**src/rtl/mem_arbiter.sv**
```systemverilog
// mem_arbiter
// Two-port arbiter in front of a single-ported byte memory. Port A (CPU) and
// port B (host loader) each issue one transaction at a time. Every granted
// transaction walks IDLE -> ISSUE -> WAIT -> ACK, so a transaction always
// takes exactly four cycles from grant to acknowledge.
//
// Ports:
//   clk, reset            clock (rising edge), synchronous active-high reset
//   a_req/a_we/a_addr/a_wdata   port A request, direction, address, write data
//   a_ack/a_rdata               port A one-cycle completion pulse and read data
//   b_req/b_we/b_addr/b_wdata   port B request, direction, address, write data
//   b_ack/b_rdata               port B one-cycle completion pulse and read data
//   b_lock                      port B exclusive-ownership request
//   mem_raddr/mem_waddr         registered memory read/write addresses
//   mem_write                   one-cycle memory write strobe
//   mem_data_in                 write data to memory
//   mem_data_out                memory read data, valid one cycle after mem_raddr
//   owner                       0 = A, 1 = B; port of the current/last transaction

module mem_arbiter #(
  parameter int ADDR_WIDTH = 9
) (
  input  logic                  clk,
  input  logic                  reset,
  input  logic                  a_req,
  input  logic                  a_we,
  input  logic [ADDR_WIDTH-1:0] a_addr,
  input  logic [7:0]            a_wdata,
  output logic                  a_ack,
  output logic [7:0]            a_rdata,
  input  logic                  b_req,
  input  logic                  b_we,
  input  logic [ADDR_WIDTH-1:0] b_addr,
  input  logic [7:0]            b_wdata,
  output logic                  b_ack,
  output logic [7:0]            b_rdata,
  input  logic                  b_lock,
  output logic [ADDR_WIDTH-1:0] mem_raddr,
  output logic [ADDR_WIDTH-1:0] mem_waddr,
  output logic                  mem_write,
  output logic [7:0]            mem_data_in,
  input  logic [7:0]            mem_data_out,
  output logic                  owner
);

  typedef enum logic [1:0] {
    IDLE  = 2'd0,
    ISSUE = 2'd1,
    WAIT  = 2'd2,
    ACK   = 2'd3
  } state_t;

  state_t state;
  state_t state_next;

  // prefer_b: round-robin pointer, set when A was served last.
  // mask_valid: high only in the first IDLE cycle after ACK; it hides the
  // lingering request of the port that was just served (identified by owner).
  logic prefer_b;
  logic mask_valid;
  logic cur_we;

  logic a_eligible;
  logic b_eligible;
  logic grant_valid;
  logic grant_b;

  logic                  sel_we;
  logic [ADDR_WIDTH-1:0] sel_addr;
  logic [7:0]            sel_wdata;

  // Arbitration. While B holds the lock and keeps requesting, A is never
  // granted; if B's request is masked that cycle nobody is granted, so A
  // cannot sneak in between locked B transactions.
  always_comb begin
    a_eligible  = a_req && !(mask_valid && !owner);
    b_eligible  = b_req && !(mask_valid && owner);
    grant_valid = 1'b0;
    grant_b     = 1'b0;
    if (b_lock && b_req) begin
      grant_valid = b_eligible;
      grant_b     = 1'b1;
    end else if (a_eligible && b_eligible) begin
      grant_valid = 1'b1;
      grant_b     = prefer_b;
    end else if (a_eligible) begin
      grant_valid = 1'b1;
      grant_b     = 1'b0;
    end else if (b_eligible) begin
      grant_valid = 1'b1;
      grant_b     = 1'b1;
    end
  end

  // Request fields of the winning port.
  always_comb begin
    sel_we    = a_we;
    sel_addr  = a_addr;
    sel_wdata = a_wdata;
    if (grant_b) begin
      sel_we    = b_we;
      sel_addr  = b_addr;
      sel_wdata = b_wdata;
    end
  end

  always_ff @(posedge clk) begin
    if (reset) begin
      state <= IDLE;
    end else begin
      state <= state_next;
    end
  end

  always_comb begin
    state_next = state;
    case (state)
      IDLE:    if (grant_valid) state_next = ISSUE;
      ISSUE:   state_next = WAIT;
      WAIT:    state_next = ACK;
      ACK:     state_next = IDLE;
      default: state_next = IDLE;
    endcase
  end

  // Datapath registers. Memory address/data are loaded on the grant edge so
  // they are visible during ISSUE; read data is captured at the end of WAIT
  // and the ack is raised at the same edge so both appear together in ACK.
  always_ff @(posedge clk) begin
    if (reset) begin
      owner       <= 1'b0;
      prefer_b    <= 1'b0;
      mask_valid  <= 1'b0;
      cur_we      <= 1'b0;
      a_ack       <= 1'b0;
      b_ack       <= 1'b0;
      a_rdata     <= 8'h00;
      b_rdata     <= 8'h00;
      mem_raddr   <= '0;
      mem_waddr   <= '0;
      mem_write   <= 1'b0;
      mem_data_in <= 8'h00;
    end else begin
      mem_write <= 1'b0;
      a_ack     <= 1'b0;
      b_ack     <= 1'b0;
      case (state)
        IDLE: begin
          mask_valid <= 1'b0;
          if (grant_valid) begin
            owner    <= grant_b;
            prefer_b <= !grant_b;
            cur_we   <= sel_we;
            if (sel_we) begin
              mem_waddr   <= sel_addr;
              mem_data_in <= sel_wdata;
              mem_write   <= 1'b1;
            end else begin
              mem_raddr <= sel_addr;
            end
          end
        end
        WAIT: begin
          if (!cur_we) begin
            if (owner) begin
              b_rdata <= mem_data_out;
            end else begin
              a_rdata <= mem_data_out;
            end
          end
          if (owner) begin
            b_ack <= 1'b1;
          end else begin
            a_ack <= 1'b1;
          end
        end
        ACK: begin
          mask_valid <= 1'b1;
        end
        default: begin
        end
      endcase
    end
  end

endmodule
```
**config.mk**
```make
export PLATFORM = sky130hd
export DESIGN_NAME = mem_arbiter
export DESIGN_NICKNAME = d
export VERILOG_FILES = /design/src/rtl/mem_arbiter.sv
export SDC_FILE = /design/constraint.sdc
export NUM_CORES = 1
export LEC_CHECK = 0
export ABC_AREA = 1
export BUFFER_PORTS_ARGS = -buffer_cell sky130_fd_sc_hd__buf_2
export CELL_PAD_IN_SITES_DETAIL_PLACEMENT = 0
export CELL_PAD_IN_SITES_GLOBAL_PLACEMENT = 1
export CORE_MARGIN = 4
export CORE_UTILIZATION = 35
export CTS_CLUSTER_SIZE = 12
export DETAILED_ROUTE_END_ITERATION = 12
export GPL_TIMING_DRIVEN = 1
export PLACE_DENSITY = 0.82
export SETUP_SLACK_MARGIN = 0.3
export SLEW_MARGIN = 20
export SYNTH_ARGS = -nofsm -noshare
export SYNTH_HDL_FRONTEND = slang
export SYNTH_SLANG_ARGS = --single-unit
```
**constraint.sdc**
```tcl
create_clock -name clk -period 4.2 [get_ports clk]
set_input_delay 0.84 -clock clk [delete_from_list [all_inputs] [get_ports clk]]
set_output_delay 0.84 -clock clk [all_outputs]
set_load 0.1 [all_outputs]
```
==> results of run 1 <==
worst min-delay path by stage:
stage | startpoint | end | slack [ns] | depth (start not counted)
2_1_floorplan | prefer_b | prefer_b | 0.44 | 2
3_3_place_gp | prefer_b | prefer_b | 0.45 | 2
3_5_place_dp | cur_we | cur_we | 0.47 | 2
4_1_cts | cur_we | cur_we | 0.49 | 2
5_1_grt | cur_we | cur_we | 0.51 | 2
6_report | prefer_b | prefer_b | 0.49 | 2
logic make-up (layout without fill, tap and decap cells):
| family | count (synthesis) | in the layout | share of synthesized area (%) |
|---|---|---|---|
| AND/OR/NAND/NOR | 220 | 220 | 37.9 |
| buffers and inverters | 89 | 180 | 14.9 |
| flip-flops | 51 | 51 | 41.0 |
| adder cells (fa/ha/maj) | 3 | 3 | 1.51 |
| AO/OA/AOI/OAI | 23 | 23 | 4.77 |
state kept, by name, indices dropped and copies added (netlist names), 2 cells and up:
| register | flops |
|---|---|
| b_rdata | 8 |
| mem_raddr | 9 |
| mem_waddr | 9 |
| mem_data_in | 8 |
| a_rdata | 8 |
| state | 2 |
final cells by class:
cell class,instances,area (um2),area share [%]
multi-input cells,246,1100,35.4
flip-flops and latches,51,1020,32.9
repair buffers,95,478,15.4
inverters,77,290,9.35
well taps,96,120,3.87
clock buffers,5,68.8,2.22
clock inverters,3,26.3,0.846
worst max-delay path: stages:
cell,delay (ns)
buf_2,0.11
nand2_2,0.20
nand4_2,0.32
nand2_1,0.44
nand2_2,0.14
nand3_4,0.27
nand2_1,0.09
nand2_1,0.07
nor2_1,0.05
report_power, final:
part / switching, mW / internal, mW / total, mW
registers: 0.0780 / 0.627 / 0.705
clock network: 0.182 / 0.123 / 0.305
logic: 1.32 / 0.272 / 1.59
total: 1.58 / 1.02 / 2.60
layer usage:
layer | part of all wire [%] | vias up | track usage (%)
met5 | 0 | - | 0
met4 | 0.65 | 0 | 2.97
met3 | 8.0 | 4 | 4.06
met2 | 43 | 83 | 23.1
met1 | 48 | 1023 | 20.6
li1 | - | 1329 | -
cell usage after synthesis, drive strengths merged:
library cell  number  area share (%)
o21ai             18             3.6
inv               75              11
nand4              1            0.50
nand3             43              10
buf                8             2.7
dfxtp             51              41
ha                 3             1.5
nor2              71              11
nand2            103              16
clkbuf             4            0.60
nor3               2            0.40
a21oi              4            0.80
clkinv             2            0.35
o221ai             1            0.35
per-stage QoR:
stage | util (%) | cell area [um2] | hold slack, ns | std cells | total power [mW]
floorplan | - | 2490 | 0.438 | 386 | 2.09
global placement | 43.8 | 3010 | 0.453 | 565 | 2.30
detailed placement | 43.8 | 3010 | 0.473 | 565 | 2.31
CTS | 45.2 | 3100 | 0.491 | 573 | 2.63
global route | 45.2 | 3100 | 0.512 | 573 | 2.76
finish | 45.2 | 3100 | 0.491 | 573 | 2.60
==> results_dict.tcl, run 1 <==
set metrics [dict create \
    fp.dieArea_um2 8530 \
    rsz0062_at_grt "false" \
    setup_slack_ns 1.85 \
    timing.final.crit_share_pct 55.9 \
    syn_to_final_growth_pct 24.5 \
    worst_pin_slew_ns 0.838 \
    finalSetupViolCount 0 \
    drive_gt1_share_pct 25.2 \
    h-tree-depth 2 \
    timing.rr.end "mem_data_in[3]" \
    fin_setup_tns_ns 0 \
    ctsHoldBuffers 0 \
    grt_pass1_wl_um 10400 \
    skew_ns 0.0131 \
    cap_violations 0 \
    r2r_start "owner" \
    required_ns 4.40 \
    place_congestion 0.788 \
    syn_nets 438 \
    r2r_setup_slack_ns 2.16 \
    most-common-layout-cells "nand2_1 (96), buf_2 (94), inv_1 (71), nor2_1 (71), dfxtp_1 (51)" \
    max_freq_mhz 426 \
    slew_headroom_pct 43.7 \
    first_iter_violations 83 \
    routed_via_density 4.26 \
    maxSlewViolCount 0 \
    rr_worst_depth 9 \
    pre_cts_ws_ns 1.50 \
    mostFrequentLayoutCell "nand2_1" \
    grtUsageTotal_pct 14.8 \
    synth_area_per_cell_um2 6.46 \
    clk_latency_ns 0.31 \
    cts_root_buf "clkbuf_8" \
    powerDensity_nw_per_um2 838 \
    fp.dieW_um 92.4 \
    antenna_found_initial 0 \
    synth-seq-cells 51 \
    synth_cell_types 21 \
    worst-path-max-fanout 27 \
    clock_path_buffers 2 \
    timing.final.hold_violations 0 \
    cts.reportedPaths.clkPinSlew_ns 0.09 \
    nNetsFinal 528 \
    hold_class "reg2reg" \
    cts_tree "built" \
    numClockSinks 51 \
    die_h_um 92.4 \
    firstDrtPassIters 4 \
    drc 0 \
    core_um2 6870 \
    end_kind "register" \
    period_needed_ns 2.35 \
    synth_area_um2 2490 \
    syn_inst 386 \
    post-dp-hpwl_um 4780 \
    antenna_cells 0 \
    ctsResizeCount 0 \
    vias 2439 \
    io_pins 95 \
    crit_arrival_ns 2.55 \
    ir_drop_uv 466 \
    initial_core_util_pct 36.3 \
    start_kind "input pin" \
    ant_nets 0 \
    cp-startpoint "b_req" \
    ys_warn_count 0 \
    rows 30 \
    grt_pass1_vias 2171 \
    endpoint "mem_data_in[3]" \
    port_buffers 94 \
    cellLeakagePower_nw 1.84 \
    grt_max_degree 47 \
    yosysSeqAreaShare_pct 41.0 \
    cts_buffers 5 \
    worst-setup-path-type "in2reg" \
    wl_per_cell_um 11.3 \
    wl_um 6490 \
    outcome "finished, final reports clean" \
    cts_setup_buffers 0 \
    num-fill-cells 769 \
    grt-ovfl-total 0 \
]
Power figures use the tool's default switching activity.
==> inputs of run 2 (changes only) <==
--- a/config.mk
+++ b/config.mk
@@ -10,11 +10,11 @@
 export CELL_PAD_IN_SITES_DETAIL_PLACEMENT = 0
 export CELL_PAD_IN_SITES_GLOBAL_PLACEMENT = 1
 export CORE_MARGIN = 4
-export CORE_UTILIZATION = 35
+export CORE_UTILIZATION = 33
 export CTS_CLUSTER_SIZE = 12
 export DETAILED_ROUTE_END_ITERATION = 12
 export GPL_TIMING_DRIVEN = 1
-export PLACE_DENSITY = 0.82
+export PLACE_DENSITY = 0.78
 export SETUP_SLACK_MARGIN = 0.3
 export SLEW_MARGIN = 20
 export SYNTH_ARGS = -nofsm -noshare
==> constraint.sdc (replaced) <==
create_clock -name clk -period 2.4 [get_ports clk]
set_input_delay 0.48 -clock clk [delete_from_list [all_inputs] [get_ports clk]]
set_output_delay 0.48 -clock clk [all_outputs]
set_load 0.1 [all_outputs]
==> run 2 against run 1 <==
Net effect:
- flip-flop and latch count is the same
- global-route usage is 0.17 points lower
- clock-buffer cell count unchanged
- core utilization shrank 1.8 points
- total power rose by 80%
- register-to-register slack got worse by 1.5 ns
- setup slack worse by 1.2 ns
- worst hold slack lost 0.088 ns
- first-iteration DRC count shrank 3.6%
==> results_dict.tcl, run 2 (same netlist as run 1, synthesis figures left out) <==
set metrics [dict create \
    outcome "finished, final reports clean" \
    slew_headroom_pct 64.7 \
    wl_per_cell_um 10.7 \
    maxSlewViolCount 0 \
    cts_root_buf "clkbuf_8" \
    max_freq_mhz 572 \
    clk_latency_ns 0.31 \
    finish.utilization_pct 43.4 \
    p_seq_share_pct 26.4 \
    required_ns 2.61 \
    firstDrtPassIters 4 \
    r2r_setup_slack_ns 0.65 \
    placed_cell_area_um2 3050 \
    whs_endpoint "b_rdata[1]" \
    r2r_start "state[0]" \
    worst_pin_slew_ns 0.528 \
    period_needed_ns 1.75 \
    grt-ovfl-total 0 \
    rsz0062_at_grt "false" \
    nNetsFinal 533 \
    io_pins 95 \
    fp.dieW_um 94.9 \
    die_h_um 94.9 \
    skew_ns 0.00731 \
    post-dp-hpwl_um 4730 \
    ctsHoldBuffers 0 \
    cts.reportedPaths.clkPinSlew_ns 0.10 \
    h-tree-depth 2 \
    crit_arrival_ns 1.96 \
    cts_buffers 5 \
    final_cells 581 \
    end_kind "register" \
    final_area_um2 3170 \
    vias 2455 \
    num-fill-cells 816 \
    dp.cells 573 \
    worst-path-max-fanout 9 \
    port_buffers 94 \
    grt_max_degree 28 \
    worst-setup-path-type "reg2reg" \
    most-common-layout-cells "nand2_1 (96), buf_2 (94), inv_1 (71), nor2_1 (71), dfxtp_1 (51)" \
    rr_worst_depth 7 \
    grt_pass1_wl_um 10400 \
    antenna_found_initial 0 \
    ctsResizeCount 0 \
    wl_um 6240 \
    cts_tree "built" \
    setup_slack_ns 0.652 \
    initial_core_util_pct 34.2 \
    clock_path_buffers 2 \
    antenna_cells 0 \
    hold_depth 3 \
    place_congestion 0.760 \
    syn_to_final_growth_pct 27.0 \
    clock_power_share_pct 13.3 \
    cap_violations 0 \
    start_kind "register" \
    core_um2 7290 \
    grtUsageTotal_pct 14.7 \
    routed_via_density 4.23 \
    hold_class "in2reg" \
    ir_drop_uv 912 \
    timing.rr.end "b_rdata[3]" \
    grt_pass1_vias 2307 \
    ant_nets 0 \
    p_sw_mw 2.75 \
    powerDensity_nw_per_um2 1480 \
    hold_path.startpoint "mem_data_out[1]" \
    sw_frac_of_total_pct 58.9 \
    cts_setup_buffers 0 \
    drc 0 \
    numClockSinks 51 \
    comb_power_share_pct 60.4 \
    power.internal_mw 1.92 \
    first_iter_violations 80 \
    fp.dieArea_um2 9010 \
    finalSetupViolCount 0 \
    worst_hold_slack_ns 0.403 \
    pre_cts_ws_ns 0.477 \
    cellLeakagePower_nw 1.87 \
    timing.final.crit_share_pct 72.8 \
    drive_gt1_share_pct 25.9 \
    rows 31 \
    finalPower_mw 4.67 \
    reg_top3 "mem_raddr (9), mem_waddr (9)" \
    timing.final.hold_violations 0 \
    mostFrequentLayoutCell "nand2_1" \
    fin_setup_tns_ns 0 \
]
## run 2: cell count changes in the layout (fill, tap and decap cells not counted)
cell        change
clkinv_4        -1
inv_6           -1
bufinv_16       +1
buf_4           +5
clkinvlp_4      +1
## run 2: layout make-up
cell class	count	area [um2]	area share, %
repair buffers	100	515	16.3
multi-input cells	246	1100	34.7
clock buffers	5	68.8	2.17
inverters	77	290	9.17
clock inverters	3	46.3	1.46
flip-flops and latches	51	1020	32.3
well taps	99	124	3.91
## run 2: worst max path at each step
stage / from / end / slack [ns] / cells after the start
floorplan: owner / mem_data_in[0] / 0.39 / 8
global placement: b_req / mem_raddr[7] / 0.52 / 9
detailed placement: b_req / mem_data_in[2] / 0.48 / 8
CTS: state[0] / b_rdata[2] / 0.57 / 7
global route: state[0] / b_rdata[2] / 0.43 / 7
finish: state[0] / b_rdata[3] / 0.65 / 7
## run 2: layer usage
metal | wire (um) | GRT usage, % | vias to the layer above
li1 | - | - | 1339
met1 | 2940 | 19.7 | 1018
met2 | 2710 | 23.1 | 89
met3 | 489 | 3.43 | 9
met4 | 106 | 5.05 | 0
met5 | 0 | 0 | -
## run 2: power groups by stage
stage	clock, mW	combinational [mW]	sequential (mW)
6_report	0.620	2.82	1.23
5_1_grt	0.670	3.04	1.27
4_1_cts	0.638	2.84	1.24
3_5_place_dp	0	2.83	1.25
3_3_place_gp	0	2.82	1.25
2_1_floorplan	0	0.859	2.80
## run 2: worst max-delay path, stage by stage (launching register included)
cell and delay, ns:
dfxtp_1 0.34, inv_1 0.08, ha_1 0.21, nand2_1 0.09, nor2_1 0.43, inv_1 0.30
nor2_1 0.15, nor2_1 0.06
==> inputs of run 3 (changes only) <==
==> constraint.sdc (replaced) <==
create_clock -name clk -period 1.75 [get_ports clk]
set_input_delay 0.35 -clock clk [delete_from_list [all_inputs] [get_ports clk]]
set_output_delay 0.35 -clock clk [all_outputs]
set_load 0.1 [all_outputs]
==> run 3 against run 2 <==
Net effect:
- global-route usage rose by 0.47 points
- first-iteration DRC count down 16%
- via count rose by 4.8%
- critical path depth is 5 lower
- total power rose by 50%
- sequential share of layout area fell by 3.3 points
- non-clock buffer count grew 10
- cell area rose by 12%
- worst hold slack got worse by 0.12 ns
- highest routed layer unchanged
==> results_dict.tcl, run 3 (same netlist as run 1, synthesis figures left out) <==
set metrics [dict create \
    drive_gt1_share_pct 30.6 \
    clock_power_share_pct 13.8 \
    clock_path_buffers 2 \
    slew_headroom_pct 66.7 \
    rows 31 \
    firstDrtPassIters 4 \
    timing.final.crit_share_pct 81.0 \
    comb_power_share_pct 62.0 \
    p_seq_share_pct 24.2 \
    powerDensity_nw_per_um2 1980 \
    routed_via_density 4.32 \
    vias 2572 \
    post-dp-hpwl_um 4960 \
    rsz0062_at_grt "true" \
    sw_frac_of_total_pct 56.2 \
    worst-setup-path-type "reg2out" \
    fp.dieArea_um2 9010 \
    port_buffers 94 \
    setup_slack_ns 0.332 \
    grtUsageTotal_pct 15.1 \
    first_iter_violations 67 \
    mostFrequentLayoutCell "nand2_1" \
    nNetsFinal 547 \
    num-fill-cells 801 \
    die_h_um 94.9 \
    crit_path_cell_trace "buf_4 -> buf_4" \
    timing.final.hold_violations 0 \
    skew_ns 0.00917 \
    ir_drop_uv 1060 \
    ant_nets 0 \
    cpMostUsedCell "buf_4" \
    finish.utilization_pct 48.6 \
    finalPower_mw 7.02 \
    final_cells 595 \
    most-common-layout-cells "nand2_1 (90), nor2_1 (71), inv_1 (70)" \
    place_congestion 0.713 \
    dp.cells 575 \
    grt_pass1_vias 2459 \
    wl_per_cell_um 11.5 \
    fp.dieW_um 94.9 \
    power.internal_mw 3.07 \
    cp_num_buf_inv 2 \
    cts_tree "built" \
    worst-path-max-fanout 3 \
    cp_slowest_cell "dfxtp_4" \
    hold_class "in2reg" \
    crit_arrival_ns 1.07 \
    worst_pin_slew_ns 0.503 \
    wl_um 6840 \
    core_um2 7290 \
    max_freq_mhz 705 \
    grt-ovfl-total 0 \
    syn_to_final_growth_pct 42.3 \
    h-tree-depth 2 \
    cap_violations 0 \
    outcome "finished, final reports clean" \
    critPathMaxStageDelay_ns 0.37 \
    io_pins 95 \
    final_area_um2 3550 \
    required_ns 1.40 \
    pre_cts_ws_ns 0.113 \
    cts_root_buf "clkbuf_8" \
    worst_hold_slack_ns 0.284 \
    fin_setup_tns_ns 0 \
    placed_cell_area_um2 3100 \
    cts.reportedPaths.clkPinSlew_ns 0.10 \
    ctsHoldBuffers 0 \
    antenna_cells 0 \
    period_needed_ns 1.42 \
    start_kind "register" \
    clk_latency_ns 0.30 \
    cp_top_family "buffers and inverters" \
    grt_max_degree 28 \
    grt_pass1_wl_um 10900 \
    cts_buffers 5 \
    reg_top3 "mem_raddr (9), mem_waddr (9)" \
    end_kind "output pin" \
    cellLeakagePower_nw 1.97 \
    maxSlewViolCount 0 \
    numClockSinks 51 \
    p_sw_mw 3.95 \
    initial_core_util_pct 34.2 \
    antenna_found_initial 0 \
    finalSetupViolCount 0 \
    drc 0 \
]
[run 3: repair_timing]
| item | in CTS | in global routing |
|---|---|---|
| buffers inserted | 0 | 8 |
| pin swaps | 3 | 3 |
| resized for setup | 13 | 47 |
| endpoints found under the hold margin | 0 | 0 |
| gates cloned | 3 | 1 |
| setup endpoints to repair | 30 | 68 |
[run 3: power by group through the flow]
| stage | clock network (mW) | registers, mW | logic, mW |
|---|---|---|---|
| after floorplan | 0 | 3.85 | 1.20 |
| after global placement | 0 | 1.72 | 3.89 |
| after detailed placement | 0 | 1.73 | 3.91 |
| after CTS | 1.01 | 1.71 | 4.07 |
| after global routing | 1.05 | 1.75 | 4.66 |
| final | 0.968 | 1.70 | 4.35 |
[run 3: worst register-to-register path: cells and delay by family (launching register included)]
family,cells,cell delay [ns]
buffers and inverters,3,0.24
DFF,1,0.37
and+or+nand+nor,7,0.63
[run 3: routing by layer]
metal | up-vias | GRT usage [%] | wire (um)
li1 | 1374 | - | -
met1 | 1114 | 19.2 | 3070
met2 | 80 | 25.7 | 3110
met3 | 4 | 4.62 | 620
met4 | 0 | 2.52 | 44
met5 | - | 0 | 0
[run 3: worst paths after layout]
path,start,cells after the start,to,slack [ns]
setup / recovery,owner,2,owner,0.33
setup reg to reg,owner,10,mem_data_in[3],0.41
hold reg to reg,prefer_b,2,prefer_b,0.47
hold / removal,mem_data_out[6],3,a_rdata[6],0.28
[run 3: cell type report]
class,instances,area (um2),share of cell area (%)
Clock buffer,5,68.8,1.94
Sequential cell,51,1030,29.0
Timing Repair inverter,1,8.76,0.247
Timing Repair Buffer,110,717,20.2
Tap cell,99,124,3.49
Clock inverter,3,66.3,1.87
Inverter,77,302,8.50
Multi-Input combinational cell,249,1230,34.8
